<file path="src/rtl/sync_updown_counter_if.sv">
// Control and status bundle for sync_updown_counter.
// The master drives the count controls; the slave returns the count and its flags.
interface sync_updown_counter_if #(
  parameter int unsigned WIDTH = 4
);
  logic             clr;
  logic             load;
  logic [WIDTH-1:0] load_val;
  logic             en;
  logic             up;
  logic [WIDTH-1:0] q;
  logic             tc;
  logic             wrap;
  logic             ovf;

  modport master (
    output clr, load, load_val, en, up,
    input  q, tc, wrap, ovf
  );

  modport slave (
    input  clr, load, load_val, en, up,
    output q, tc, wrap, ovf
  );
endinterface

</file>
<file path="src/rtl/sync_updown_counter.sv">
// Parametrised up/down counter with load, clear, wrap/saturate and flag outputs.
// All state changes on the falling edge of clk; reset is synchronous, active high.
module sync_updown_counter #(
  parameter int unsigned      WIDTH     = 4,
  parameter logic [WIDTH-1:0] MAX_VAL   = {WIDTH{1'b1}},
  parameter bit               SATURATE  = 1'b0,
  parameter logic [WIDTH-1:0] RESET_VAL = '0
) (
  input logic                  clk,
  input logic                  reset,
  sync_updown_counter_if.slave bus
);

  logic [WIDTH-1:0] q_q, q_d;
  logic             wrap_q, wrap_d;
  logic             ovf_q, ovf_d;
  logic             at_max;
  logic             at_min;

  assign at_max = (q_q == MAX_VAL);
  assign at_min = (q_q == '0);

  // Priority clr > load > en; reset is handled in the flop block.
  always_comb begin
    q_d    = q_q;
    wrap_d = 1'b0;
    ovf_d  = ovf_q;
    if (bus.clr) begin
      q_d   = RESET_VAL;
      ovf_d = 1'b0;
    end else if (bus.load) begin
      q_d = (bus.load_val > MAX_VAL) ? MAX_VAL : bus.load_val;
    end else if (bus.en) begin
      if (bus.up) begin
        if (!at_max) begin
          q_d = q_q + WIDTH'(1);
        end else begin
          ovf_d = 1'b1;
          if (!SATURATE) begin
            q_d    = '0;
            wrap_d = 1'b1;
          end
        end
      end else begin
        if (!at_min) begin
          q_d = q_q - WIDTH'(1);
        end else begin
          ovf_d = 1'b1;
          if (!SATURATE) begin
            q_d    = MAX_VAL;
            wrap_d = 1'b1;
          end
        end
      end
    end
  end

  always_ff @(negedge clk) begin
    if (reset) begin
      q_q    <= RESET_VAL;
      wrap_q <= 1'b0;
      ovf_q  <= 1'b0;
    end else begin
      q_q    <= q_d;
      wrap_q <= wrap_d;
      ovf_q  <= ovf_d;
    end
  end

  assign bus.q    = q_q;
  assign bus.wrap = wrap_q;
  assign bus.ovf  = ovf_q;
  assign bus.tc   = bus.en & ((bus.up & at_max) | (~bus.up & at_min));

endmodule
</file>
<file path="src/flat_wrapper.sv">
// flat-port wrapper written by rule: the top's interface ports become plain ports
module sync_updown_counter_flat 
#(
  parameter int unsigned      WIDTH     = 4,
  parameter logic [WIDTH-1:0] MAX_VAL   = {WIDTH{1'b1}},
  parameter bit               SATURATE  = 1'b0,
  parameter logic [WIDTH-1:0] RESET_VAL = '0
)
  (clk, reset, bus_clr, bus_load, bus_load_val, bus_en, bus_up, bus_q, bus_tc, bus_wrap, bus_ovf);
  sync_updown_counter_if #(.WIDTH(WIDTH)) bus_i ();
  input logic clk;
  input logic reset;
  input wire logic [$bits(bus_i.clr)-1:0] bus_clr;
  input wire logic [$bits(bus_i.load)-1:0] bus_load;
  input wire logic [$bits(bus_i.load_val)-1:0] bus_load_val;
  input wire logic [$bits(bus_i.en)-1:0] bus_en;
  input wire logic [$bits(bus_i.up)-1:0] bus_up;
  output wire logic [$bits(bus_i.q)-1:0] bus_q;
  output wire logic [$bits(bus_i.tc)-1:0] bus_tc;
  output wire logic [$bits(bus_i.wrap)-1:0] bus_wrap;
  output wire logic [$bits(bus_i.ovf)-1:0] bus_ovf;
  assign bus_i.clr = bus_clr;
  assign bus_i.load = bus_load;
  assign bus_i.load_val = bus_load_val;
  assign bus_i.en = bus_en;
  assign bus_i.up = bus_up;
  assign bus_q = bus_i.q;
  assign bus_tc = bus_i.tc;
  assign bus_wrap = bus_i.wrap;
  assign bus_ovf = bus_i.ovf;
  sync_updown_counter #(.WIDTH(WIDTH), .MAX_VAL(MAX_VAL), .SATURATE(SATURATE), .RESET_VAL(RESET_VAL)) u_core (.clk(clk), .reset(reset), .bus(bus_i));
endmodule
</file>
<file path="config.mk">
export PLATFORM = sky130hd
export DESIGN_NAME = sync_updown_counter_flat
export DESIGN_NICKNAME = d
export VERILOG_FILES = /design/src/rtl/sync_updown_counter_if.sv /design/src/rtl/sync_updown_counter.sv /design/src/flat_wrapper.sv
export SDC_FILE = /design/constraint.sdc
export NUM_CORES = 1
export LEC_CHECK = 0
export CAP_MARGIN = 10
export CORE_AREA = 8 8 45 47
export DETAILED_ROUTE_END_ITERATION = 6
export DIE_AREA = 0 0 53 55
export HOLD_SLACK_MARGIN = 0.02
export PLACE_DENSITY = 0.63
export SLEW_MARGIN = 10
export SYNTH_ARGS = -nofsm -noshare
export SYNTH_HDL_FRONTEND = slang
export SYNTH_SLANG_ARGS = --single-unit
</file>
<file path="constraint.sdc">
create_clock -name clk -period 2.6 [get_ports clk]
set_input_delay 0.39 -clock clk [delete_from_list [all_inputs] [get_ports clk]]
set_output_delay 0.39 -clock clk [all_outputs]
set_load 0.1 [all_outputs]
</file>
# Word-level counts from Yosys, hierarchy flattened
# Index checks and enable logic that the tools add are counted.
dict set report word_totals {
  reg_bits 6
  latchBits 0
  ramBits 0
  mem_bits_ro 0
  inputBits 10
  output_inout_bits 7
  wordCells 33
  n_memories 0
}
dict set report op_classes {
  add_sub_neg 2
  multipliers 0
  n_div 0
  order_cmp 1
  n_eq_ne 2
  shift 0
  n_mux 12
  bitwise 7
  reduce_logical 6
}
# operator count
set ops {}
lappend ops {{2-to-1 mux 4 bit} 6}
lappend ops {{2-to-1 mux 1 bit} 6}
lappend ops {{adder 4 x 1 -> 4 bit (second input constant)} 1}
lappend ops {{equality test 4 bit (second input constant)} 1}
lappend ops {{greater-than comparator 4 bit (second input constant)} 1}
lappend ops {{zero test 4 bit} 1}
lappend ops {{AND reduction 4 bit} 1}
lappend ops {{nonzero test 2 bit} 2}
lappend ops {{OR reduction 4 bit} 1}
lappend ops {{subtractor 4 x 1 -> 4 bit (second input constant)} 1}
lappend ops {{bitwise AND 1 bit} 3}
lappend ops {{NOT 1 bit} 3}
lappend ops {{!= test 2 x 1 -> 1 bit (second input constant)} 1}
lappend ops {{OR reduction 2 bit} 1}
lappend ops {{bitwise OR 1 bit} 1}

# Depth between registers and ports, before layout
dict set report depth {
  depth_word 5
  ltp_mapped 6
  ltp_nobuf 6
}

==> flow_metrics.env <==
export IMPL_slew_headroom_pct=79.9
export IMPL_synthArstFlopShare_pct=0
export IMPL_drtIter0Drc=8
export IMPL_dp_hpwl_mm=1.07
export IMPL_cts_htree_levels=1
export IMPL_synth_top_area_share_pct=27.6
export IMPL_max_cap_viol_count=0
export IMPL_die_y_um=55
export IMPL_yosys_warnings=0
export IMPL_area_sequential_sq_um=136
export IMPL_io_buffers=16
export IMPL_grt_max_degree=9
export IMPL_gp_congestion=0.775
export IMPL_leakagePower_nw=0.434
export IMPL_vias=523
export IMPL_slowest_stage="dfxtp_4"
export IMPL_vdd_drop_max_mv=0.292
export IMPL_synth_common_cells="dfxtp_1 (6), inv_1 (5), o21ai_0 (4)"
export IMPL_synth_nets=65
export IMPL_skew_ns=0.0132
export IMPL_fillerInstances=105
export IMPL_synth_seq_cells=6
export IMPL_timing_final_ws_setup_ns=-0.609
export IMPL_initial_core_util_pct=31.5
export IMPL_hold_viol=0
export IMPL_hold_slack_ns=0.474
export IMPL_worstMarginPinSlew_ns=0.298
export IMPL_rows=14
export IMPL_grt_pass1_wl_mm=2.28
export IMPL_viasPerCell=4.71
export IMPL_grt_pass1_vias=557
export IMPL_setup_viol=5
export IMPL_core_sq_mm=0.00138
export IMPL_antenna_found_initial=0
export IMPL_cts_sinks=6
export IMPL_ys_flop_type="dfxtp_1"
export IMPL_clockRootBuffer="clkbuf_4"
export IMPL_drc=0
export IMPL_synth_cells=53
export IMPL_crit_fanout=4
export IMPL_wl_per_cell_um=12.4
export IMPL_cp_top_family="buffers and inverters"
export IMPL_max_stage_delay_ns=0.36
export IMPL_clk_path_buf_depth=2
export IMPL_endpoint_kind="output port"
export IMPL_cp_num_buf_inv=4
export IMPL_crit_type="flop to output port"
export IMPL_area_growth_pct=120
export IMPL_worstPathCellList="inv_4, ha_4, nor4b_4, o21ai_2, buf_4, clkinvlp_4, buf_12"
export IMPL_overflow=0
export IMPL_nets=109
export IMPL_multi_input_area_sq_um=328
export IMPL_cts_buffers=3
export IMPL_total_power_mw=0.367
export IMPL_arrival_ns=2.82
export IMPL_clk_pin_slew_ns=0.03
export IMPL_cts_tree="yes"
export IMPL_final_cells=111
export IMPL_yosys_cell_types_count=31
export IMPL_power_density_mw_per_mm2=383
export IMPL_final_util_pct=69.3
export IMPL_dr_pass1_iters=2
export IMPL_failed_checks="negative setup slack"
export IMPL_synth_most_common_cell="dfxtp_1"
export IMPL_drt_wl_total_mm=1.38
export IMPL_fp_dieArea_sq_mm=0.00292
export IMPL_yosysSeqAreaShare_pct=27.6
export IMPL_syn_area_per_cell_sq_um=8.22
export IMPL_synth_edf_count=0
export IMPL_ios=17
export IMPL_clock_latency_ns=0.30
export IMPL_diodes=0
export IMPL_yosys_area_top_type="dfxtp_1"
export IMPL_drive_gt1_share_pct=51.6
export IMPL_dp_cells=98
export IMPL_hp_class="flop to flop"
export IMPL_grt_usage_pct=10.4
export IMPL_syn_area_sq_um=435
export IMPL_final_area_sq_um=958
export IMPL_slew_violations=0
export IMPL_rsz0062_at_grt="true"
export IMPL_start_kind="flop"
export IMPL_critPathRequiredTime_ns=2.21
export IMPL_antenna_left=0
export IMPL_ys_top_cells_by_area="dfxtp_1 (28%), ha_1 (5.7%), o21ai_0 (4.6%), inv_1 (4.3%), xnor2_1 (4.0%)"
export IMPL_status="finished, violations left"
export IMPL_place_area_sq_um=840
export IMPL_die_w_um=53
[registers in the layout, summed over array words and instances, names as in the netlist]
signal,count
u_core.bus.ovf,1
u_core.bus.q,4
u_core.bus.wrap,1
[per-stage QoR]
stage               TNS [ns]  worst slack [ns]
finish                -0.879            -0.609
detailed placement     -2.98            -0.496
CTS                   -0.937            -0.631
global placement       -2.84            -0.469
floorplan             -0.686            -0.686
global route           -1.13            -0.692
[area by class of cell]
class                           count  area share, %
Clock inverter                      6           2.35
Multi-Input combinational cell     38           34.2
Timing Repair Buffer               38           42.6
Sequential cell                     6           14.2
Tap cell                           16           2.09
Clock buffer                        3           2.35
Inverter                            4           2.22
[path summary, 6_finish.rpt]
| check | slack (ns) | start | cells after the start | end |
|---|---|---|---|---|
| setup / recovery | -0.61 | u_core.bus.q[1] | 7 | bus_tc |
| hold / removal | 0.47 | u_core.bus.ovf | 1 | u_core.bus.ovf |
| setup reg to reg | 0.95 | u_core.bus.q[3] | 7 | u_core.bus.q[0] |
| hold reg to reg | 0.47 | u_core.bus.ovf | 1 | u_core.bus.ovf |
[cells in the final DEF, fill, tap and decap left out, types with 2 or more instances in the layout]
cell type        Yosys  routed
buf_6                1       5
buf_12               0       7
xnor2_1              2       2
a31oi_1              2       2
clkdlybuf4s50_1      0       7
buf_4                0      17
nand2b_1             2       2
inv_1                5       7
nand3_1              2       2
nand2_1              2       2
clkbuf_4             0       3
ha_4                 0       2
a21oi_1              3       3
o21ai_0              4       4
dfxtp_4              0       4
[per-layer routing]
layer	wire length, um	up-vias	track usage, %
li1	-	280	-
met5	0	-	0
met4	0	0	6.90
met1	631	237	11.6
met3	21	0	3.21
met2	725	6	16.8
[repair_timing]
action | in CTS | in global routing
hold buffers | 0 | 0
endpoints found under the hold margin | 0 | 0
buffers inserted | 4 | 3
pin swaps | 1 | 0
endpoints found under the setup margin | 11 | 7
gates resized for setup | 13 | 4
[report_power, final]
| part | switching, mW | total [mW] | leakage, nW | internal (mW) |
|---|---|---|---|---|
| clock network | 0.0560 | 0.121 | 0.0458 | 0.0649 |
| registers | 0.00623 | 0.101 | 0.0523 | 0.0949 |
| logic | 0.0724 | 0.145 | 0.336 | 0.0725 |
| total | 0.135 | 0.367 | 0.434 | 0.232 |
[worst register-to-register path: stages (launching register included)]
cell and delay, ns:
dfxtp_4 0.36, buf_6 0.12, buf_4 0.12, buf_4 0.14, or3b_1 0.38, a21oi_1 0.14, nor3b_1 0.08, o31ai_1 0.21
[kinds of logic after synthesis]
kind of cell               after synthesis  synth area share [%]
adders and majority gates                2                  5.75
buffers and inverters                    9                  10.1
DFF                                      6                  27.6
and+or+nand+nor                         16                  24.1
AOI/OAI and AO/OA                       16                  23.6
muxes                                    2                  4.88
xor gates and xnor gates                 2                  4.02
Note: power is estimated with default switching activity, not from simulation.
